==> src/rtl/twa_pkg.sv <==
// Shared definitions for the threewire arbiter: FSM encoding, default bus
// widths matching threewire_master_ctrl, and a constant clog2 helper.
package twa_pkg;

    localparam int unsigned TWA_DEF_ADDRESS_BITS  = 10;
    localparam int unsigned TWA_DEF_DATA_BITS     = 32;
    localparam int unsigned TWA_DEF_START_TIMEOUT = 255;

    typedef enum logic [1:0] {
        StIdle   = 2'd0,
        StStart  = 2'd1,
        StXfer   = 2'd2,
        StAckGap = 2'd3
    } twa_state_e;

    // Ceiling log2, never less than 1 so it can size a port directly.
    function automatic int unsigned twa_clog2(input int unsigned value);
        int unsigned res;
        res = 1;
        for (int unsigned i = 1; i < 32; i++) begin
            if ((64'd1 << i) < 64'(value)) begin
                res = i + 1;
            end
        end
        return res;
    endfunction

endpackage

==> src/rtl/rr_arbiter.sv <==
// Combinational round-robin pick: the first set request found searching
// upward from ptr, wrapping at NUM_REQ.
module rr_arbiter import twa_pkg::*; #(
    parameter int unsigned  NUM_REQ = 4,
    localparam int unsigned ID_BITS = twa_clog2(NUM_REQ)
) (
    input  logic [NUM_REQ-1:0] req,
    input  logic [ID_BITS-1:0] ptr,
    output logic [ID_BITS-1:0] grant_idx,
    output logic               grant_valid
);

    int unsigned idx;

    // Scan NUM_REQ candidates starting at ptr; ptr is always kept < NUM_REQ.
    always_comb begin
        idx         = 0;
        grant_idx   = '0;
        grant_valid = 1'b0;
        for (int unsigned i = 0; i < NUM_REQ; i++) begin
            idx = 32'(ptr) + i;
            if (idx >= NUM_REQ) begin
                idx = idx - NUM_REQ;
            end
            if (!grant_valid && req[idx[ID_BITS-1:0]]) begin
                grant_valid = 1'b1;
                grant_idx   = idx[ID_BITS-1:0];
            end
        end
    end

endmodule

==> src/rtl/threewire_arbiter.sv <==
// Shares one threewire master between NUM_REQ requesters. The winner's request
// is captured at grant, the master is sequenced start -> in-progress -> done,
// and a one-cycle ack (or err on start timeout) goes back to the winner.
module threewire_arbiter import twa_pkg::*; #(
    parameter int unsigned  NUM_REQ           = 4,
    parameter int unsigned  TWA_ADDRESS_BITS  = TWA_DEF_ADDRESS_BITS,
    parameter int unsigned  TWA_DATA_BITS     = TWA_DEF_DATA_BITS,
    parameter int unsigned  TWA_START_TIMEOUT = TWA_DEF_START_TIMEOUT,
    localparam int unsigned ID_BITS           = twa_clog2(NUM_REQ)
) (
    input  logic                                in_clk,
    input  logic                                in_rst_n,
    input  logic [NUM_REQ-1:0]                  in_req,
    input  logic [NUM_REQ-1:0]                  in_req_mode_wr,
    input  logic [NUM_REQ*TWA_ADDRESS_BITS-1:0] in_req_addr,
    input  logic [NUM_REQ*TWA_DATA_BITS-1:0]    in_req_wr_data,
    output logic [NUM_REQ-1:0]                  out_ack,
    output logic [NUM_REQ-1:0]                  out_err,
    output logic [TWA_DATA_BITS-1:0]            out_rd_data,
    output logic [ID_BITS-1:0]                  out_grant_id,
    output logic                                out_busy,
    output logic                                out_m_start,
    output logic                                out_m_mode_wr,
    output logic [TWA_ADDRESS_BITS-1:0]         out_m_addr,
    output logic [TWA_DATA_BITS-1:0]            out_m_wr_data,
    input  logic [TWA_DATA_BITS-1:0]            in_m_rd_data,
    input  logic                                in_m_in_progress
);

    localparam int unsigned         CNT_BITS = twa_clog2(TWA_START_TIMEOUT + 1);
    localparam logic [CNT_BITS-1:0] CNT_LAST = CNT_BITS'(TWA_START_TIMEOUT - 1);

    twa_state_e                  state_q, state_d;
    logic [CNT_BITS-1:0]         cnt_q, cnt_d;
    // ptr holds the index with top priority at the next arbitration.
    logic [ID_BITS-1:0]          ptr_q, ptr_d;
    logic [ID_BITS-1:0]          grant_q, grant_d;
    logic                        busy_q, busy_d;
    logic [NUM_REQ-1:0]          ack_q, ack_d;
    logic [NUM_REQ-1:0]          err_q, err_d;
    logic [TWA_DATA_BITS-1:0]    rd_q, rd_d;
    logic                        start_q, start_d;
    logic                        mode_q, mode_d;
    logic [TWA_ADDRESS_BITS-1:0] addr_q, addr_d;
    logic [TWA_DATA_BITS-1:0]    wdata_q, wdata_d;

    logic [ID_BITS-1:0]          pick_idx;
    logic                        pick_valid;
    int unsigned                 pick_int;

    rr_arbiter #(
        .NUM_REQ (NUM_REQ)
    ) u_rr_arbiter (
        .req         (in_req),
        .ptr         (ptr_q),
        .grant_idx   (pick_idx),
        .grant_valid (pick_valid)
    );

    assign pick_int = 32'(pick_idx);

    // Next-state logic: capture at grant, drive start, wait for the master, respond.
    always_comb begin
        state_d = state_q;
        cnt_d   = cnt_q;
        ptr_d   = ptr_q;
        grant_d = grant_q;
        busy_d  = busy_q;
        ack_d   = '0;
        err_d   = '0;
        rd_d    = rd_q;
        start_d = start_q;
        mode_d  = mode_q;
        addr_d  = addr_q;
        wdata_d = wdata_q;

        unique case (state_q)
            StIdle: begin
                if (pick_valid) begin
                    grant_d = pick_idx;
                    mode_d  = in_req_mode_wr[pick_idx];
                    addr_d  = in_req_addr[pick_int*TWA_ADDRESS_BITS +: TWA_ADDRESS_BITS];
                    wdata_d = in_req_wr_data[pick_int*TWA_DATA_BITS +: TWA_DATA_BITS];
                    busy_d  = 1'b1;
                    start_d = 1'b1;
                    cnt_d   = '0;
                    state_d = StStart;
                end
            end
            StStart: begin
                if (in_m_in_progress) begin
                    start_d = 1'b0;
                    state_d = StXfer;
                end else if (cnt_q == CNT_LAST) begin
                    start_d        = 1'b0;
                    err_d[grant_q] = 1'b1;
                    state_d        = StAckGap;
                end else begin
                    cnt_d = cnt_q + CNT_BITS'(1);
                end
            end
            StXfer: begin
                if (!in_m_in_progress) begin
                    if (!mode_q) begin
                        rd_d = in_m_rd_data;
                    end
                    ack_d[grant_q] = 1'b1;
                    state_d        = StAckGap;
                end
            end
            StAckGap: begin
                busy_d  = 1'b0;
                ptr_d   = (grant_q == ID_BITS'(NUM_REQ - 1)) ? '0 : grant_q + 1'b1;
                state_d = StIdle;
            end
            default: begin
                state_d = StIdle;
            end
        endcase
    end

    // State and output registers; reset abandons any transfer in flight.
    always_ff @(posedge in_clk or negedge in_rst_n) begin
        if (!in_rst_n) begin
            state_q <= StIdle;
            cnt_q   <= '0;
            ptr_q   <= '0;
            grant_q <= '0;
            busy_q  <= 1'b0;
            ack_q   <= '0;
            err_q   <= '0;
            rd_q    <= '0;
            start_q <= 1'b0;
            mode_q  <= 1'b0;
            addr_q  <= '0;
            wdata_q <= '0;
        end else begin
            state_q <= state_d;
            cnt_q   <= cnt_d;
            ptr_q   <= ptr_d;
            grant_q <= grant_d;
            busy_q  <= busy_d;
            ack_q   <= ack_d;
            err_q   <= err_d;
            rd_q    <= rd_d;
            start_q <= start_d;
            mode_q  <= mode_d;
            addr_q  <= addr_d;
            wdata_q <= wdata_d;
        end
    end

    assign out_ack       = ack_q;
    assign out_err       = err_q;
    assign out_rd_data   = rd_q;
    assign out_grant_id  = grant_q;
    assign out_busy      = busy_q;
    assign out_m_start   = start_q;
    assign out_m_mode_wr = mode_q;
    assign out_m_addr    = addr_q;
    assign out_m_wr_data = wdata_q;

endmodule

==> config.mk <==
export PLATFORM = sky130hd
export DESIGN_NAME = threewire_arbiter
export DESIGN_NICKNAME = d
export VERILOG_FILES = /design/src/rtl/twa_pkg.sv /design/src/rtl/rr_arbiter.sv /design/src/rtl/threewire_arbiter.sv
export SDC_FILE = /design/constraint.sdc
export NUM_CORES = 1
export LEC_CHECK = 0
export BUFFER_PORTS_ARGS = -buffer_cell sky130_fd_sc_hd__buf_2
export CAP_MARGIN = 5
export CORE_AREA = 8 8 132 134
export CTS_BUF_LIST = sky130_fd_sc_hd__clkbuf_8
export DETAILED_ROUTE_END_ITERATION = 10
export DIE_AREA = 0 0 140 142
export GPL_ROUTABILITY_DRIVEN = 0
export GPL_TIMING_DRIVEN = 0
export PLACE_DENSITY = 0.65
export SYNTH_ARGS = -nofsm -noshare
export SYNTH_HDL_FRONTEND = slang
export SYNTH_SLANG_ARGS = --single-unit
==> constraint.sdc <==
create_clock -name in_clk -period 2.7 [get_ports in_clk]
set_clock_uncertainty 0.15 [all_clocks]
set_input_delay 0.27 -clock in_clk [delete_from_list [all_inputs] [get_ports in_clk]]
set_output_delay 0.27 -clock in_clk [all_outputs]
set_load 0.03 [all_outputs]
; Word level (Yosys, flattened, before mapping)
; Cells that the tools add are included.
[op_classes]
addsub = 9
mul = 1
order_cmp = 11
eq_ne = 10
shifts = 2
muxes = 44
bitwise = 2
reduce_logical = 16
[ops]
columns = operator, n
row1 = indexed part select 128 x 8 -> 32 bit, 1
row2 = indexed part select 40 x 7 -> 10 bit, 1
row3 = 2-to-1 mux 2 bit, 13
row4 = 2-to-1 mux 8 bit, 3
row5 = 2-to-1 mux 4 bit, 5
row6 = < comparator 2 x 3 -> 1 bit (second input constant), 6
row7 = one-hot mux 8 bit (2 select lines), 1
row8 = 2-to-1 mux 1 bit, 13
row9 = binary-select mux 1 bit (select 2 bit), 5
row10 = >= comparator 3 bit (second input constant), 3
row11 = AND reduction 3 bit, 3
row12 = adder 8 x 1 -> 8 bit (second input constant), 1
row13 = == test 8 bit (second input constant), 1
row14 = inequality test 2 bit (second input constant), 4
row15 = one-hot mux 2 bit (4 select lines), 1
row16 = subtractor 2 x 1 -> 2 bit (second input constant), 4
row17 = adder 2 x 2 -> 3 bit (second input constant), 2
row18 = == test 2 bit (second input constant), 3
row19 = multiplier 2 x 3 -> 5 bit (second input constant), 1
row20 = logical AND 1 bit, 4
row21 = one-hot mux 1 bit (2 select lines), 2
row22 = AND reduction 2 bit, 2
row23 = AND reduction 4 bit, 1
row24 = nonzero test 2 bit, 2
row25 = 10 further kinds, 13
[totals]
register_bits = 99
in_bits = 211
output_inout_bits = 87
word_cells = 107

; Depth between registers and ports, before layout
[logic_depth]
ltp_word = 16
mapped_depth = 9
ltp_nobuf = 6

; Hierarchy
; From an unflattened synthesis, not the netlist that was laid out.
[unflattened]
cells_unflattened = 349
area_unflattened_um2 = 5186.2
[modules_own_cells]
columns = mod, instances, cells_each, area_each_um2, seq_area_each_um2
row1 = threewire_arbiter, 1, 334, 5108.6, 2477.4
row2 = rr_arbiter, 1, 15, 77.6, 0.0

; Least setup slack after synthesis
; OpenSTA, ideal clock, no wires.
[synth_path]
path_kind = reg2reg
from = register state_q[0]
to = register rd_q[10], in the netlist out_rd_data[10]
setup_ns = 0.125
arrival_ns = 1.727
t_required_ns = 2.425
path_slack_ns = 0.699
stages_incl_launch_ff = 8
n_path_buf = 2
period_less_slack_ns = 2.001
cell_sequence = dfrtp_1 -> inv_1 -> ha_1 -> nor2b_1 -> nor2b_1 -> clkbuf_1 -> buf_2 -> mux2_2
[synth_between]
elab_chain_cells = 2
[synth_lines]
columns = item, line
row1 = start: declaration, threewire_arbiter.sv:33  ; twa_state_e state_q, state_d;
row2 = start signal: assignment, threewire_arbiter.sv:125  ; state_q <= StIdle;
row3 = start signal: assignment, threewire_arbiter.sv:138  ; state_q <= state_d;
row4 = == test 2 bit, threewire_arbiter.sv:77  ; unique case (state_q)
row5 = AND reduction 3 bit (no source line), --
row6 = end signal: assignment, threewire_arbiter.sv:145  ; rd_q <= rd_d;
row7 = end: declaration, threewire_arbiter.sv:41  ; logic [TWA_DATA_BITS-1:0] rd_q, rd_d;
; No other way between the ends.
; A chain may end at the register's enable or synchronous reset.

; Worst setup path after layout
[layout_path]
from = register state_q[0]
to = register addr_q[7], in the netlist out_m_addr[7]
[layout_between]
elab_chain_cells = 2
[layout_lines]
columns = item, line
row1 = zero test 2 bit, threewire_arbiter.sv:77
row2 = AND reduction 2 bit (no source line), --
row3 = end signal: assignment, threewire_arbiter.sv:148  ; addr_q <= addr_d;
row4 = end: declaration, threewire_arbiter.sv:44  ; logic [TWA_ADDRESS_BITS-1:0] addr_q, addr_d;
; No other way between the ends.

==> metrics <==
status complete, no violations; DR DRC count 0; critical path arrival 2590 ps; Fin Setup TNS 0 ps; Post-CTS Setup Bufs 0; Worst-Margin Slew 560 ps; global-route wire length before repair 28300 um; asr flop ratio synth 100%; final WL 18700 um; IO Count 298; Yosys cell types 41; RSZ-0062 raised after global routing false; GRT Util Overall 18.3%; Die ar. 19900 um^2; Adder-Cell Fraction of Synth Area 2.62%; crit path kind flop to flop; Pwr Total 8.18 mW; die span in x 140 um; warnings from Yosys 0; Remaining Overflow, GRT 0; syn_nets 671; Detail Route Antenna Nets 0; Met1 Routed Length 7450 um; XOR/XNOR share of the synthesized area 0%; CP required 2830 ps; Fmax achieved 406 MHz; HP Class input pin to flop; routed length on met3 1320 um; Initial DRT Pass Iterations 4; # setup viols final 0; CP max FO 10; Post-Syn Area 5250 um^2; dpl hpwl 15100 um; Max Cap Viol 0; Avg WL per Cell 18.9 um; H-tree depth 3; largest family of logic cells by synthesized area multiplexers; Via Count 4918; Period Utilization, post-route 91.3%; Inserted Clock Buffers 9; CTS tree built; Slew HR 61.7%; worst r2r path cells 7; CTS root buf clkbuf_8; area of the core 15400 um^2; chip height 142 um; largest net degree at the start of global routing 57; Worst Setup End Kind flop; crit start category flop; antenna violations before repair 1; Clk pin slew, worst setup/hold paths 100 ps; ys flop type dfrtp_1; Detailed Route Iter0 Violations 258; cell area power density 1090 nW/um^2; via density per instance 4.97; Worst-Skew Late Latency 380 ps; WL met2 9460 um; Mapped Avg Cell Area 11.7 um^2; Highest Signal Layer met4; Initial Utilization 34.0%; CTS Buffer Depth 2; Hold Violations, Final 0; worst hold path depth 3; worst r2r src state_q[0]; compound-gate portion of the synthesized area 11.5%; reg2reg setup slack 240 ps; Nets 1013; Max Slew Vio Count 0; Gate Count Post-Synth 449; Hold Path End out_m_wr_data[7]; flops & latches, synth 99; clk sinks 99; post-synthesis mux area share 24.7%; worst r2r dst out_m_addr[7]; Synth Area in Simple Gates 8.84%; min-delay src in_req_wr_data[39]; Peak VDD IR 0.510 mV; row count 46; P&R area growth vs syn 43.3%; Post-synth EDFFs 0; leakage power 3.99 nW; Port Buf Inserts 297; vias in the first global route 5026; Final min period 2460 ps; post-synthesis sequential area ratio 47.2%; layout cell share with drive strength beyond 1 46.5%; Layout Utilization 48.8%
[metal layers]
metal  GRT usage [%]  up-vias
met5               0        -
met4            7.94        0
met1            22.2     2370
li1                -     2344
met2            29.9      176
met3            5.00       28
[placed cells by master (no fill, tap or decap), types with 5 or more instances in the layout]
cell	n
dlygate4sd3_1	33
mux2_2	34
nand2_1	57
o211ai_1	7
o221ai_1	43
mux2i_1	90
buf_12	5
buf_2	309
ha_1	11
and2_1	9
dfrtp_1	99
nor2b_1	5
clkbuf_8	9
nand3_1	6
o21ai_0	5
clkbuf_1	9
nand2b_1	6
inv_1	14
[where the power goes]
part           internal [mW]  leakage (nW)  switching [mW]
combinational           1.77          2.67            2.97
sequential              2.15          1.23           0.391
clock                  0.341        0.0848           0.561
total                   4.26          3.99            3.92
[per-stage QoR]
| step | worst slack [ps] | instances | cell area (um^2) | hold WS (ps) |
|---|---|---|---|---|
| global placement | 116 | 938 | 6980 | 317 |
| global route | 37.4 | 989 | 7520 | 54.7 |
| finish | 236 | 989 | 7520 | 53.3 |
| detailed placement | 251 | 939 | 7010 | 155 |
| floorplan | 699 | 449 | 5250 | -176 |
| CTS | 209 | 988 | 7510 | 34.5 |
[sequential cells by signal (all words and copies together) (netlist names)]
register	flops
out_m_start	1
out_m_addr	10
out_err	4
out_m_mode_wr	1
out_rd_data	32
out_grant_id	2
out_m_wr_data	32
out_busy	1
out_ack	4
cnt_q	8
ptr_q	2
state_q	2
[cell usage after synthesis (6+ instances only)]
| cell | number | share of area [%] |
|---|---|---|
| and2_1 | 9 | 1.1 |
| buf_2 | 13 | 1.2 |
| clkbuf_1 | 9 | 0.64 |
| dfrtp_1 | 99 | 47 |
| ha_1 | 11 | 2.6 |
| inv_1 | 13 | 0.93 |
| mux2_2 | 34 | 7.3 |
| mux2i_1 | 90 | 17 |
| nand2_1 | 57 | 4.1 |
| nand2b_1 | 6 | 0.72 |
| nand3_1 | 6 | 0.57 |
| nor2b_1 | 6 | 0.72 |
| o211ai_1 | 7 | 1.0 |
| o221ai_1 | 43 | 7.2 |
[final cells by class]
class | count | area, um^2
clock buffer | 9 | 124
inverter | 13 | 48.8
clock inverter | 7 | 55.1
fill | 1464 | 7910
timing repair buffer | 331 | 1850
buffer | 30 | 221
multi-input combinational | 307 | 2500
antenna | 1 | 2.50
sequential | 99 | 2480
tap | 192 | 240
[critical path, cell delays in order (launching register included)]
cell and delay, ps:
dfrtp_1 440, inv_1 140, ha_1 160, clkbuf_1 300
nor2b_1 230, nand3_1 310, clkbuf_1 340, o221ai_1 280
[how the worst max path moves through the flow]
stage / to / slack, ps / start / cells past startpoint
2_1_floorplan: out_rd_data[10] / 700 / state_q[0] / 7
3_3_place_gp: out_rd_data[19] / 120 / in_rst_n / 1
3_5_place_dp: out_rd_data[31] / 250 / state_q[0] / 7
4_1_cts: out_m_wr_data[27] / 210 / state_q[0] / 7
5_1_grt: out_m_wr_data[26] / 40 / state_q[0] / 7
6_report: out_m_addr[7] / 240 / state_q[0] / 7
[cell families (layout without fill, tap and decap cells)]
logic type	after synthesis	in the layout
other cells	0	1
fa+ha+maj	11	11
mux	125	125
buf+inv	43	390
compound gates	74	74
simple gates	97	97
flops	99	99
[repair_timing]
item,in CTS,in global routing
gates resized for setup,0,1
hold buffers,33,0
endpoints found under the hold margin,75,0
endpoints found under the setup margin,0,1
No activity file was read; power rests on OpenSTA's default activity.
